$ cat src/rtl/hypercorex_inst_decoder.sv
// Registered decode stage for Hypercorex instruction words. A two-entry skid buffer
// keeps upstream ready registered while still sustaining one word per cycle.
module hypercorex_inst_decoder #(
    parameter int unsigned CntWidth = 32
) (
    input  logic                clk_i,
    input  logic                rst_ni,
    input  logic [31:0]         inst_i,
    input  logic                inst_valid_i,
    output logic                inst_ready_o,
    output logic                dec_valid_o,
    input  logic                dec_ready_i,
    output logic [2:0]          type_o,
    output logic [3:0]          func_o,
    output logic [1:0]          rd_o,
    output logic [1:0]          rs1_o,
    output logic [1:0]          rs2_o,
    output logic [1:0]          shift_amt_o,
    output logic [2:0]          dst_sel_o,
    output logic                err_o,
    input  logic                err_clr_i,
    output logic [CntWidth-1:0] inst_cnt_o,
    output logic [CntWidth-1:0] illegal_cnt_o
);

    localparam logic [2:0] DstReg   = 3'd1;
    localparam logic [2:0] DstBundA = 3'd2;
    localparam logic [2:0] DstBundB = 3'd3;
    localparam logic [2:0] DstQhv   = 3'd4;
    localparam logic [2:0] DstAm    = 3'd5;

    typedef enum logic [1:0] {ST_EMPTY, ST_ONE, ST_FULL} state_t;

    typedef struct packed {
        logic [2:0] typ;
        logic [3:0] func;
        logic [1:0] shamt;
        logic [1:0] rs2;
        logic [1:0] rs1;
        logic [1:0] rd;
        logic [2:0] dst;
    } entry_t;

    state_t              r_state, w_state_next;
    entry_t              r_out, r_skid, w_dec;
    logic [3:0]          w_func_max;
    logic                w_legal, w_accept, w_acc_legal, w_acc_illegal, w_out_hs;
    logic                r_ready, r_err, w_err_next;
    logic [CntWidth-1:0] r_inst_cnt, r_illegal_cnt;

    // Field split and legality check; the top of each type's func range sets legality.
    always_comb begin
        // NOTE: every comb output gets a default first so no path can infer a latch.
        w_dec       = '0;
        w_dec.typ   = inst_i[10:8];
        w_dec.func  = inst_i[14:11];
        w_dec.shamt = inst_i[7:6];
        w_dec.rs2   = inst_i[5:4];
        w_dec.rs1   = inst_i[3:2];
        w_dec.rd    = inst_i[1:0];
        w_func_max  = 4'd0;
        unique case (w_dec.typ)
            3'd0: begin w_func_max = 4'd4;  w_dec.dst = DstReg; end
            3'd1: begin w_func_max = 4'd2;  w_dec.dst = DstReg; end
            3'd2: begin
                w_func_max = 4'd6;
                w_dec.dst  = w_dec.func[0] ? DstBundA : DstBundB;
            end
            3'd3: begin w_func_max = 4'd3;  w_dec.dst = DstReg; end
            3'd4: begin
                w_func_max = 4'd12;
                case (w_dec.func)
                    4'd1, 4'd3, 4'd11: w_dec.dst = DstBundA;
                    4'd2, 4'd4, 4'd12: w_dec.dst = DstBundB;
                    default:           w_dec.dst = DstReg;
                endcase
            end
            3'd5: begin
                w_func_max = 4'd4;
                w_dec.dst  = (w_dec.func == 4'd1 || w_dec.func == 4'd4) ? DstBundB : DstBundA;
            end
            3'd6: begin w_func_max = 4'd4;  w_dec.dst = DstQhv; end
            default: begin w_func_max = 4'd2; w_dec.dst = DstAm; end
        endcase
        w_legal = (w_dec.func != 4'd0) && (w_dec.func <= w_func_max);
    end

    assign w_accept      = inst_valid_i && r_ready;
    assign w_acc_legal   = w_accept && w_legal;
    assign w_acc_illegal = w_accept && !w_legal;
    assign w_out_hs      = dec_valid_o && dec_ready_i;
    // Setting on an illegal accept outranks a clear in the same cycle.
    assign w_err_next    = w_acc_illegal ? 1'b1 : (err_clr_i ? 1'b0 : r_err);

    always_comb begin
        w_state_next = r_state;
        dec_valid_o  = (r_state != ST_EMPTY);
        unique case (r_state)
            ST_EMPTY: if (w_acc_legal) w_state_next = ST_ONE;
            ST_ONE: begin
                if (w_out_hs && !w_acc_legal)      w_state_next = ST_EMPTY;
                else if (w_acc_legal && !w_out_hs) w_state_next = ST_FULL;
            end
            default: if (w_out_hs) w_state_next = ST_ONE;
        endcase
    end

    always_ff @(posedge clk_i) begin
        if (!rst_ni) begin
            // NOTE: both entries are cleared too, so outputs read 0 after reset and stale words vanish.
            r_state       <= ST_EMPTY;
            r_out         <= '0;
            r_skid        <= '0;
            r_ready       <= 1'b0;
            r_err         <= 1'b0;
            r_inst_cnt    <= '0;
            r_illegal_cnt <= '0;
        end else begin
            // NOTE: non-blocking everywhere here so all registers see pre-edge values.
            r_state <= w_state_next;
            r_ready <= (w_state_next != ST_FULL) && !w_err_next;
            r_err   <= w_err_next;
            unique case (r_state)
                ST_EMPTY: if (w_acc_legal) r_out <= w_dec;
                ST_ONE: begin
                    if (w_acc_legal && w_out_hs) r_out  <= w_dec;
                    else if (w_acc_legal)        r_skid <= w_dec;
                end
                default: if (w_out_hs) r_out <= r_skid;
            endcase
            if (w_acc_legal && (r_inst_cnt != '1))
                r_inst_cnt <= r_inst_cnt + CntWidth'(1);
            if (w_acc_illegal && (r_illegal_cnt != '1))
                r_illegal_cnt <= r_illegal_cnt + CntWidth'(1);
        end
    end

    assign inst_ready_o  = r_ready;
    assign type_o        = r_out.typ;
    assign func_o        = r_out.func;
    assign rd_o          = r_out.rd;
    assign rs1_o         = r_out.rs1;
    assign rs2_o         = r_out.rs2;
    assign shift_amt_o   = r_out.shamt;
    assign dst_sel_o     = r_out.dst;
    assign err_o         = r_err;
    assign inst_cnt_o    = r_inst_cnt;
    assign illegal_cnt_o = r_illegal_cnt;

endmodule

$ cat config.mk
export PLATFORM = sky130hd
export DESIGN_NAME = hypercorex_inst_decoder
export DESIGN_NICKNAME = d
export VERILOG_FILES = /design/src/rtl/hypercorex_inst_decoder.sv
export SDC_FILE = /design/constraint.sdc
export NUM_CORES = 1
export LEC_CHECK = 0
export BUFFER_PORTS_ARGS = -buffer_cell sky130_fd_sc_hd__buf_2
export CAP_MARGIN = 5
export CELL_PAD_IN_SITES_DETAIL_PLACEMENT = 1
export CELL_PAD_IN_SITES_GLOBAL_PLACEMENT = 2
export CORE_AREA = 2 2 135 137
export CTS_CLUSTER_SIZE = 40
export DETAILED_ROUTE_END_ITERATION = 10
export DIE_AREA = 0 0 137 139
export GPL_TIMING_DRIVEN = 0
export PLACE_DENSITY = 0.89
export RECOVER_POWER = 100
export SYNTH_ARGS = -nofsm -noshare
export SYNTH_HDL_FRONTEND = slang
export SYNTH_SLANG_ARGS = --single-unit
$ cat constraint.sdc
create_clock -name clk_i -period 3.2 [get_ports clk_i]
set_input_delay 0 -clock clk_i [delete_from_list [all_inputs] [get_ports clk_i]]
set_output_delay 0 -clock clk_i [all_outputs]
set_load 0.005 [all_outputs]
=== Yosys cells after proc, flatten, opt, wreduce, memory -nomap -nowiden ===
Index checks and enable logic that the tools add are counted.

* Bits of input ports: 37
* Register bits after elaboration: 104
* Output and inout bits: 85
* Logic and storage cells: 84

* Bitwise logic cells: 1
* $lt $le $gt $ge: 1
* Eq/ne operators: 18
* Reductions and logical operators: 27
* Mux-type cells: 16
* Add/subtract/negate cells: 2

{| class="wikitable"
|+ Operator list
! operator !! count
|-
| $add A32 B1 Y32 const B || 2
|-
| $ne A32 B32 Y1 const B || 2
|-
| $mux W18 || 3
|-
| $pmux W18 S2 || 1
|-
| $pmux W4 S4 || 1
|-
| $pmux W3 S5 || 1
|-
| $reduce_or A3 Y1 || 4
|-
| $logic_and A1 B1 Y1 || 11
|-
| $eq A3 B3 Y1 const B || 3
|-
| $eq A4 B2 Y1 const B || 2
|-
| $eq A4 B4 Y1 const B || 2
|-
| $mux W2 || 4
|-
| $pmux W2 S2 || 2
|-
| $eq A3 B2 Y1 const B || 2
|-
| $ne A2 B2 Y1 const B || 3
|-
| $reduce_and A3 Y1 || 2
|-
| $eq A4 B1 Y1 const B || 1
|-
| $eq A4 B3 Y1 const B || 1
|-
| $le A4 B4 Y1 || 1
|-
| $logic_not A1 Y1 || 4
|-
| $mux W1 || 4
|-
| $reduce_bool A4 Y1 || 1
|-
| $eq A3 B1 Y1 const B || 1
|-
| $logic_not A3 Y1 || 1
|-
| 6 further kinds || 6
|}

=== Depth between registers and ports, before layout ===
Gate-level depths: netlist of the first run.

* Word-level depth: 12
* Depth in mapped cells: 12
* Mapped depth without buffers: 9

=== Least setup slack after synthesis of the first run ===
OpenSTA, ideal clock, no wires.

* Path type: input -> register
* Start: input port inst_i[10]
* End: register r_inst_cnt[25] (netlist: inst_cnt_o[25])
* Path buffers: 2
* Path slack: 0.542 ns
* Arrival time: 2.588 ns
* Required time: 3.130 ns
* Stages on the path: 10
* Setup time: 0.070 ns
* Cell sequence: clkbuf_1 nor2b_1 nand2b_1 ha_1 nand4_1 a211o_1 or4_4 buf_6 or4_1 a21oi_1

* Word-level cells in the longest chain between the ends: 7
* Elaborated cells between the ends (all ways): 12
* Those cells by class: order compare: 1; eq/ne: 5; mux: 1; reduce/logical: 5

{| class="wikitable"
|+ Ends and longest elaborated chain
! what !! RTL line !! text
|-
| start: declaration || 8 || <nowiki>input logic [31:0] inst_i,</nowiki>
|-
| $eq A3 B3 Y1 or $logic_not A3 Y1 (tied branches) || 62 || <nowiki>unique case (w_dec.typ)</nowiki>
|-
| $reduce_or A3 Y1 (no line) || - ||
|-
| $pmux W4 S4 * || 62 ||
|-
| $le A4 B4 Y1 * || 85 || <nowiki>w_legal = (w_dec.func != 4'd0) && (w_dec.func <= w_func_max);</nowiki>
|-
| $logic_and A1 B1 Y1 * || 85 ||
|-
| $logic_and A1 B1 Y1 * || 89 || <nowiki>assign w_acc_legal = w_accept && w_legal;</nowiki>
|-
| $logic_and A1 B1 Y1 * || 131 || <nowiki>if (w_acc_legal && (r_inst_cnt != '1))</nowiki>
|-
| end signal: assignment || 132 || <nowiki>r_inst_cnt <= r_inst_cnt + CntWidth'(1);</nowiki>
|-
| end: declaration || 49 || <nowiki>logic [CntWidth-1:0] r_inst_cnt, r_illegal_cnt;</nowiki>
|}

Every way passes the cells marked *; elsewhere a longest branch is shown, timed or not.
A chain may end at the register's enable or synchronous reset.

=== Worst setup path after layout of the first run ===
* Start: input port inst_i[10]
* End: register r_inst_cnt[27] (netlist: inst_cnt_o[27])

Same word-level chain as after synthesis.

==> impl_metrics.env, run 1 <==
export IMPL_yosysWarnings=0
export IMPL_r2r_start="illegal_cnt_o[1]"
export IMPL_htree_levels=3
export IMPL_cts_buffer_depth=2
export IMPL_timing_rr_end="illegal_cnt_o[1]"
export IMPL_hold_viol_final=0
export IMPL_max_slew_margin_pct=42.1
export IMPL_seq_area_frac_synth_pct=38.7
export IMPL_ys_seq_elements=104
export IMPL_rr_worst_depth=8
export IMPL_placementRows=49
export IMPL_start_util_pct=30.5
export IMPL_setup_worst_path_end="inst_cnt_o[27]"
export IMPL_critPathTopFamily="simple AND/OR/NAND/NOR gates"
export IMPL_critPathKind="in -> reg"
export IMPL_wl_per_cell_um=17.9
export IMPL_drt_initial_drc_count=223
export IMPL_grt_total_usage_pct=18.9
export IMPL_fin_cells=1006
export IMPL_synth_area_sq_um=5380
export IMPL_cts_root_buf="clkbuf_16"
export IMPL_via_count=5578
export IMPL_multiInputGateArea_sq_um=3070
export IMPL_grt_ovfl_total=0
export IMPL_dr_pass1_iters=4
export IMPL_crit_fanout=10
export IMPL_path_depth=10
export IMPL_rsz0062_at_grt="false"
export IMPL_power_density_nw_per_um2=402
export IMPL_die_h_um=139
export IMPL_max_freq_ghz=0.341
export IMPL_drive_gt1_share_pct=11.6
export IMPL_syn_area_per_cell_sq_um=8.26
export IMPL_maxCapViolations=0
export IMPL_ir_drop_mv=0.264
export IMPL_cp_arrival_ps=3220
export IMPL_grt_start_max_net_pins=18
export IMPL_die_w_um=137
export IMPL_dpl_hpwl_mm=13.0
export IMPL_skew_ps=8.59
export IMPL_drtAntennaViolNets=0
export IMPL_regArea_sq_um=2080
export IMPL_fin_nets=815
export IMPL_startpoint_type="input port"
export IMPL_syn_nets=694
export IMPL_slowest_delay_ps=550
export IMPL_core_area_sq_um=17700
export IMPL_tightest_slew_ps=867
export IMPL_endpoint_kind="flop"
export IMPL_routabilityCongestion=0.768
export IMPL_wl_mm=18.0
export IMPL_grt_pass1_vias=5589
export IMPL_fill_cells=2189
export IMPL_cts_inserted_buffers=9
export IMPL_setup_viol_count_final=0
export IMPL_finalMaxSlewViolations=0
export IMPL_grt_pass1_wl_mm=28.9
export IMPL_fin_crit_sh_pct=91.6
export IMPL_boundaryPins=122
export IMPL_synthCells=651
export IMPL_diodes=0
export IMPL_p_leak_nw=2.06
export IMPL_viasPerCell=5.54
export IMPL_crit_slowest_cell="or4_1"
export IMPL_synth_edf_count=0
export IMPL_hp_class="in -> reg"
export IMPL_fin_total_pwr_w=0.00261
export IMPL_ys_async_sr_fraction_pct=0
export IMPL_crit_buf_inv=2
export IMPL_cts_reportedPaths_clkPinSlew_ps=70
export IMPL_fin_crit_ps=2930
export IMPL_startpoint="inst_i[10]"
export IMPL_dp_cells=979
export IMPL_route_detailed_drc=0
export IMPL_rrSetupSlack_ps=280
export IMPL_path_cells="clkbuf_1, nor2b_1, nand2b_1, ha_1, nand4_1, a211o_1, or4_1, clkbuf_1, or4_1, a21oi_1"
export IMPL_status="finished, final reports clean"
export IMPL_port_buffers=99
export IMPL_final_setup_worst_slack_ps=268
export IMPL_cts_tree="done"
export IMPL_cp_required_ps=3490
export IMPL_fp_dieArea_sq_um=19000
export IMPL_yosysUniqueCellTypes=57
export IMPL_antenna_found_initial=1
export IMPL_final_setup_tns_ps=0
export IMPL_areaGrowthSynthToFinish_pct=20.8
export IMPL_clock_latency_ps=360
export IMPL_clkSinkCount=104
export IMPL_fin_util_pct=36.8
export IMPL_synthFlopType="dfxtp_1"
export IMPL_dp_slack_ps=-445
## worst reg2reg max path: stages, from the launching register on
cell and delay [ps]:
dfxtp_1 430, ha_1 330, inv_1 130, or4_1 590, nor3_2 440, clkbuf_1 400, buf_4 280, o21ai_0 100
a21oi_1 160
## power breakdown
group	total, W	switching [W]	leakage (nW)	internal [W]
combinational	0.000227	0.000149	1.10	0.0000783
sequential	0.00133	0.0000152	0.840	0.00131
clock	0.00105	0.000520	0.123	0.000535
## per-layer routing
| metal | track usage, % | part of all wire [%] | vias to the layer above |
|---|---|---|---|
| met3 | 4.17 | 3.9 | 14 |
| li1 | - | - | 2739 |
| met1 | 24.2 | 46 | 2723 |
| met2 | 32.1 | 49 | 100 |
| met4 | 4.61 | 1.2 | 2 |
| met5 | 0 | 0.039 | - |
## state kept, by name, summed over array words and instances (netlist names), 3 cells and up
| signal | flops |
|---|---|
| dst_sel_o | 3 |
| inst_cnt_o | 32 |
| func_o | 4 |
| illegal_cnt_o | 32 |
| type_o | 3 |
| r_skid | 18 |
## cell families (layout without fill, tap and decap cells)
| family | after synthesis | in the layout | synth area share, % |
|---|---|---|---|
| simple gates | 259 | 259 | 27.7 |
| buf+inv | 62 | 188 | 4.53 |
| compound gates | 191 | 191 | 22.3 |
| xor+xnor | 1 | 1 | 0.163 |
| mux | 28 | 28 | 5.21 |
| flops | 104 | 104 | 38.7 |
| fa+ha+maj | 6 | 6 | 1.40 |
## layout make-up
type	instances	share of cell area, %
buffer	46	2.73
clock buffer	11	3.58
clock inverter	5	0.616
inverter	16	0.924
multi-input combinational	485	47.2
sequential	104	32.0
tap	229	4.41
timing repair buffer	110	8.53
## through the flow
stage,hold WS (ps),area (sq um)
6_report,15.8,6500
4_1_cts,14.5,6550
3_3_place_gp,231,6160
5_1_grt,36.8,6500
3_5_place_dp,228,6160
2_1_floorplan,79.3,5380
## cells in the final DEF (no fill, tap or decap), types with 3 or more instances in the layout
cell,synthesis,layout
o211ai_1,3,3
inv_1,15,15
nand4_1,20,20
nand2_1,66,66
o21ai_0,32,32
dfxtp_1,104,104
or3_1,14,14
and4_1,9,9
nor4_1,15,15
mux2i_1,28,28
nor2b_1,4,4
clkbuf_16,0,9
nand2b_1,13,13
a211oi_1,18,18
dlygate4sd3_1,0,11
o31ai_1,39,39
buf_2,0,58
ha_1,6,6
clkbuf_1,42,82
o31a_1,3,3
nand3_1,39,39
clkinvlp_4,0,3
and3_1,5,5
or4_1,40,41
a21oi_1,71,70
and2_1,5,5
nor3_1,3,3
buf_1,2,5
nor2_1,13,13
## synthesized netlist by cell type (15+ instances only)
| cell type | n | area [sq um] |
|---|---|---|
| dfxtp_1 | 104 | 2080 |
| a21oi_1 | 71 | 355 |
| nand2_1 | 66 | 248 |
| clkbuf_1 | 42 | 158 |
| or4_1 | 40 | 300 |
| nand3_1 | 39 | 195 |
| o31ai_1 | 39 | 293 |
| o21ai_0 | 32 | 160 |
| mux2i_1 | 28 | 280 |
| nand4_1 | 20 | 125 |
| a211oi_1 | 18 | 135 |
| inv_1 | 15 | 56.3 |
| nor4_1 | 15 | 93.8 |
## worst min-delay path by stage
stage | startpoint | to | slack, ps | cells after the start
2_1_floorplan | dec_ready_i | r_state[1] | 80 | 1
3_3_place_gp | dec_ready_i | r_state[1] | 230 | 2
3_5_place_dp | dec_ready_i | r_state[1] | 230 | 2
4_1_cts | inst_i[13] | r_skid[13] | 10 | 3
5_1_grt | inst_i[13] | r_skid[13] | 40 | 3
6_report | inst_i[13] | r_skid[13] | 20 | 3
## repair_timing
item / in CTS / in global routing
hold buffers: 11 / 0
buffers inserted: 0 / 0
endpoints found under the setup margin: 10 / 25
pin swaps: 0 / 0
endpoints found under the hold margin: 17 / 0
resized for setup: 1 / 4
No activity file was read; power rests on OpenSTA's default activity.
==> inputs of run 2 (changes only) <==
--- a/config.mk
+++ b/config.mk
@@ -9,12 +9,12 @@
 export CAP_MARGIN = 5
 export CELL_PAD_IN_SITES_DETAIL_PLACEMENT = 1
 export CELL_PAD_IN_SITES_GLOBAL_PLACEMENT = 2
-export CORE_AREA = 2 2 135 137
+export CORE_AREA = 2 2 142 144
 export CTS_CLUSTER_SIZE = 40
 export DETAILED_ROUTE_END_ITERATION = 10
-export DIE_AREA = 0 0 137 139
+export DIE_AREA = 0 0 144 146
 export GPL_TIMING_DRIVEN = 0
-export PLACE_DENSITY = 0.89
+export PLACE_DENSITY = 0.85
 export RECOVER_POWER = 100
 export SYNTH_ARGS = -nofsm -noshare
 export SYNTH_HDL_FRONTEND = slang
==> constraint.sdc (replaced) <==
create_clock -name clk_i -period 2.6 [get_ports clk_i]
set_input_delay 0 -clock clk_i [delete_from_list [all_inputs] [get_ports clk_i]]
set_output_delay 0 -clock clk_i [all_outputs]
set_load 0.02 [all_outputs]
==> run 2 against run 1 <==
  * Global-route usage fell by 1.7 points
  * Critical path depth shrank 1
  * Hold slack improved by 1.5 ps
  * Critical path type is now reg -> reg
  * Cell count is 4.4% higher
  * Largest cell class unchanged
  * Total power is 29% higher
  * Via count is essentially flat
==> impl_metrics.env, run 2 (synthesis results as in run 1) <==
export IMPL_wl_mm=18.2
export IMPL_drt_initial_drc_count=241
export IMPL_grt_start_max_net_pins=22
export IMPL_finalMaxSlewViolations=0
export IMPL_grt_pass1_vias=5449
export IMPL_antenna_found_initial=0
export IMPL_areaGrowthSynthToFinish_pct=25.8
export IMPL_grt_total_usage_pct=17.2
export IMPL_route_detailed_drc=0
export IMPL_fin_cells=1050
export IMPL_critPathKind="reg -> reg"
export IMPL_ir_drop_mv=0.337
export IMPL_hp_class="in -> reg"
export IMPL_tightest_slew_ps=841
export IMPL_port_buffers=99
export IMPL_drtAntennaViolNets=0
export IMPL_die_h_um=146
export IMPL_final_cell_mix="97 x dfxtp_1, 74 x buf_2, 70 x a21oi_1, 66 x nand2_1, 55 x clkbuf_1"
export IMPL_whs_ps=17.3
export IMPL_setup_viol_count_final=0
export IMPL_maxCapViolations=0
export IMPL_p_leak_nw=2.28
export IMPL_cts_reportedPaths_clkPinSlew_ps=80
export IMPL_clock_latency_ps=360
export IMPL_fin_nets=823
export IMPL_viasPerCell=5.31
export IMPL_clockPowerShare_pct=41.9
export IMPL_final_setup_worst_slack_ps=72.6
export IMPL_cts_root_buf="clkbuf_16"
export IMPL_fin_crit_ps=2530
export IMPL_rrSetupSlack_ps=70
export IMPL_power_frac_comb_pct=9.6
export IMPL_wl_per_cell_um=17.4
export IMPL_cts_tree="done"
export IMPL_dp_cells=1015
export IMPL_htree_levels=3
export IMPL_start_util_pct=27.8
export IMPL_p_int_w=0.00241
export IMPL_max_freq_ghz=0.396
export IMPL_endpoint_kind="flop"
export IMPL_grt_pass1_wl_mm=29.0
export IMPL_boundaryPins=122
export IMPL_via_count=5580
export IMPL_routabilityCongestion=0.773
export IMPL_fill_cells=2379
export IMPL_grt_ovfl_total=0
export IMPL_dr_pass1_iters=4
export IMPL_dpl_instance_area_sq_um=6210
export IMPL_status="finished, final reports clean"
export IMPL_hold_viol_final=0
export IMPL_die_w_um=144
export IMPL_pwr_share_seq_pct=48.5
export IMPL_dpl_hpwl_mm=13.1
export IMPL_fin_crit_sh_pct=97.2
export IMPL_rsz0062_at_grt="true"
export IMPL_fp_dieArea_sq_um=21000
export IMPL_cts_buffer_depth=2
export IMPL_dp_slack_ps=-913
export IMPL_crit_fanout=10
export IMPL_drive_gt1_share_pct=18.2
export IMPL_layout_commonest_cell="dfxtp_1"
export IMPL_startpoint_type="flop"
export IMPL_diodes=0
export IMPL_core_area_sq_um=19300
export IMPL_final_area_sq_um=6770
export IMPL_cts_inserted_buffers=9
export IMPL_switching_share_pct=28.6
export IMPL_clkSinkCount=104
export IMPL_placementRows=51
export IMPL_switching_power_w=0.000964
export IMPL_skew_ps=11.1
export IMPL_cp_arrival_ps=2790
export IMPL_final_setup_tns_ps=0
export IMPL_power_density_nw_per_um2=498
export IMPL_cp_required_ps=2870
export IMPL_max_slew_margin_pct=43.9
-- run 2: path summary, 6_finish.rpt --
kind                                  startpoint                to  depth (start not counted)
worst max-delay path            illegal_cnt_o[1]  illegal_cnt_o[1]                          9
worst max register to register  illegal_cnt_o[1]  illegal_cnt_o[1]                          9
worst min-delay path                   inst_i[9]        r_skid[16]                          3
worst min register to register         r_skid[8]         r_skid[8]                          2
-- run 2: critical path, stage by stage (launching register included) --
cell and delay [ps]:
dfxtp_2 390, ha_2 260, inv_1 110, or4_4 580, nor3_4 200, buf_4 140
clkbuf_2 220, buf_4 240, o21ai_0 100, a21oi_1 200
-- run 2: layout make-up --
type | instances | area [sq um] | share of cell area [%]
multi-input cells | 485 | 3140 | 46.4
flip-flops and latches | 104 | 2090 | 30.9
clock buffers | 9 | 225 | 3.33
well taps | 265 | 332 | 4.90
repair buffers | 119 | 647 | 9.56
plain buffers | 45 | 194 | 2.87
inverters | 16 | 60.1 | 0.887
clock inverters | 7 | 78.8 | 1.16
-- run 2: timing repair --
action	CTS	global route
hold endpoints to repair	20	0
hold buffers	13	0
resized for setup	15	21
setup buffers	2	5
pin swaps	1	4
setup endpoints to repair	83	79
-- run 2: power by group through the flow --
stage	clock, W	sequential [W]	combinational, W
floorplan	0	0.00170	0.000159
global placement	0	0.00167	0.000297
detailed placement	0	0.00167	0.000300
CTS	0.00146	0.00164	0.000324
global route	0.00151	0.00164	0.000358
finish	0.00141	0.00164	0.000323
-- run 2: layer usage --
metal  vias to the layer above  wire [um]  GRT usage [%]
met5                         -          0              0
met4                         0        250           4.07
met3                        16        545           2.63
met2                        96       8550           28.4
met1                      2698       8890           23.4
li1                       2770          -              -
-- run 2: stage by stage --
stage,utilization [%],power [W]
floorplan,-,0.00186
global placement,32.1,0.00197
detailed placement,32.1,0.00197
CTS,34.7,0.00342
global route,35.0,0.00350
finish,35.0,0.00337
==> inputs of run 3 (changes only) <==
--- a/config.mk
+++ b/config.mk
@@ -6,7 +6,6 @@
 export NUM_CORES = 1
 export LEC_CHECK = 0
 export BUFFER_PORTS_ARGS = -buffer_cell sky130_fd_sc_hd__buf_2
-export CAP_MARGIN = 5
 export CELL_PAD_IN_SITES_DETAIL_PLACEMENT = 1
 export CELL_PAD_IN_SITES_GLOBAL_PLACEMENT = 2
 export CORE_AREA = 2 2 142 144
@@ -16,6 +15,7 @@
 export GPL_TIMING_DRIVEN = 0
 export PLACE_DENSITY = 0.85
 export RECOVER_POWER = 100
+export REMOVE_ABC_BUFFERS = 1
 export SYNTH_ARGS = -nofsm -noshare
 export SYNTH_HDL_FRONTEND = slang
 export SYNTH_SLANG_ARGS = --single-unit
==> run 3 against run 2 <==
  * Combinational power decreased by 6.5%
  * Sequential share of layout area increased by 0.76 points
  * Design area decreased by 2.7%
==> impl_metrics.env, run 3 (synthesis results as in run 1) <==
export IMPL_whs_path_depth=3
export IMPL_layout_commonest_cell="dfxtp_1"
export IMPL_drt_initial_drc_count=232
export IMPL_boundaryPins=122
export IMPL_clock_latency_ps=360
export IMPL_grt_ovfl_total=0
export IMPL_tightest_slew_ps=1280
export IMPL_routabilityCongestion=0.748
export IMPL_dr_pass1_iters=4
export IMPL_drtAntennaViolNets=0
export IMPL_fp_dieArea_sq_um=21000
export IMPL_dpl_hpwl_mm=11.0
export IMPL_crit_fanout=11
export IMPL_whs_ps=16.1
export IMPL_viasPerCell=5.36
export IMPL_clkSinkCount=104
export IMPL_fin_nets=789
export IMPL_final_setup_tns_ps=0
export IMPL_max_slew_margin_pct=14.8
export IMPL_crit_buf_inv=1
export IMPL_grt_pass1_wl_mm=27.1
export IMPL_max_freq_ghz=0.400
export IMPL_diodes=0
export IMPL_setup_viol_count_final=0
export IMPL_placementRows=51
export IMPL_final_setup_worst_slack_ps=98.2
export IMPL_finalMaxSlewViolations=0
export IMPL_route_detailed_drc=0
export IMPL_fill_cells=2382
export IMPL_skew_ps=13.4
export IMPL_areaGrowthSynthToFinish_pct=22.4
export IMPL_min_from="inst_i[13]"
export IMPL_die_h_um=146
export IMPL_path_cells="ha_1, inv_1, nor4_2, nand2_2, or4_1, a21oi_1"
export IMPL_start_util_pct=27.8
export IMPL_htree_levels=3
export IMPL_grt_total_usage_pct=15.7
export IMPL_endpoint_kind="flop"
export IMPL_final_cell_mix="102 x dfxtp_1, 81 x clkbuf_1, 70 x a21oi_1, 65 x nand2_1, 40 x or4_1"
export IMPL_cts_root_buf="clkbuf_16"
export IMPL_hold_viol_final=0
export IMPL_rrSetupSlack_ps=100
export IMPL_status="finished, final reports clean"
export IMPL_cts_buffer_depth=2
export IMPL_power_density_nw_per_um2=506
export IMPL_port_buffers=104
export IMPL_drive_gt1_share_pct=10.8
export IMPL_cts_tree="done"
export IMPL_core_area_sq_um=19300
export IMPL_grt_pass1_vias=5189
export IMPL_fin_total_pwr_w=0.00334
export IMPL_p_leak_nw=1.99
export IMPL_wl_mm=16.5
export IMPL_slowest_delay_ps=580
export IMPL_startpoint_type="flop"
export IMPL_die_w_um=144
export IMPL_rsz0062_at_grt="true"
export IMPL_maxCapViolations=0
export IMPL_antenna_found_initial=1
export IMPL_wl_per_cell_um=16.2
export IMPL_fin_crit_sh_pct=96.2
export IMPL_rr_worst_depth=6
export IMPL_grt_start_max_net_pins=65
export IMPL_path_depth=6
export IMPL_cp_required_ps=2880
export IMPL_timing_rr_end="illegal_cnt_o[26]"
export IMPL_critPathKind="reg -> reg"
export IMPL_via_count=5444
export IMPL_cts_reportedPaths_clkPinSlew_ps=90
export IMPL_dp_slack_ps=-959
export IMPL_crit_slowest_cell="nor4_2"
export IMPL_r2r_start="illegal_cnt_o[0]"
export IMPL_hold_path_end="r_skid[13]"
export IMPL_critPathTopFamily="simple AND/OR/NAND/NOR gates"
export IMPL_hp_class="in -> reg"
export IMPL_fin_crit_ps=2500
export IMPL_ir_drop_mv=0.279
export IMPL_cp_arrival_ps=2790
export IMPL_cts_inserted_buffers=9
## run 3: changes by cell type in the layout (fill, tap and decap cells not counted), moves of 5 or more
cell and change:
dfxtp_2 -5, clkbuf_1 +26, buf_2 -51, dfxtp_1 +5
clkbuf_2 -11
## run 3: metrics by stage
stage          std cells  area [sq um]  utilization, %
6_report            1016          6590            34.1
5_1_grt             1016          6590            34.1
4_1_cts             1014          6650            34.4
3_3_place_gp         974          6050            31.3
2_1_floorplan        605          5200               -
3_5_place_dp         978          6120            31.7
## run 3: worst max path at each step
stage | from | endpoint
after floorplan | inst_cnt_o[0] | inst_cnt_o[1]
after global placement | inst_i[10] | r_skid[1]
after detailed placement | inst_i[10] | r_skid[1]
after CTS | inst_i[10] | inst_cnt_o[29]
after global routing | illegal_cnt_o[0] | illegal_cnt_o[24]
final | illegal_cnt_o[0] | illegal_cnt_o[26]
## run 3: cell type report
class                           instances  area (sq um)  area share, %
Multi-Input combinational cell        485          3140           47.7
Sequential cell                       104          2080           31.6
Inverter                               16          60.1          0.912
Clock inverter                          7          68.8           1.04
Tap cell                              265           332           5.03
Clock buffer                            9           225           3.42
Timing Repair Buffer                  130           674           10.2
## run 3: tightest hold or removal path, stage by stage
cell and delay, ps:
buf_2 150, inv_1 110, o31ai_1 80
## run 3: report_power, final
| group | internal [W] | switching [W] | leakage, nW |
|---|---|---|---|
| logic | 0.000101 | 0.000201 | 1.01 |
| registers | 0.00162 | 0.0000187 | 0.841 |
| clock network | 0.000683 | 0.000717 | 0.146 |
## run 3: timing repair
item | CTS | global route
gates cloned | 0 | 0
gates resized for setup | 8 | 8
hold buffers | 13 | 0
pin swaps | 4 | 2
buffers inserted | 7 | 2
setup endpoints to repair | 84 | 72
hold endpoints to repair | 21 | 0
## run 3: metal layers
metal | track usage [%] | part of all wire [%]
met5 | 0 | 0.097
met2 | 25.5 | 46
met3 | 2.47 | 3.9
met1 | 21.5 | 48
met4 | 4.56 | 1.4
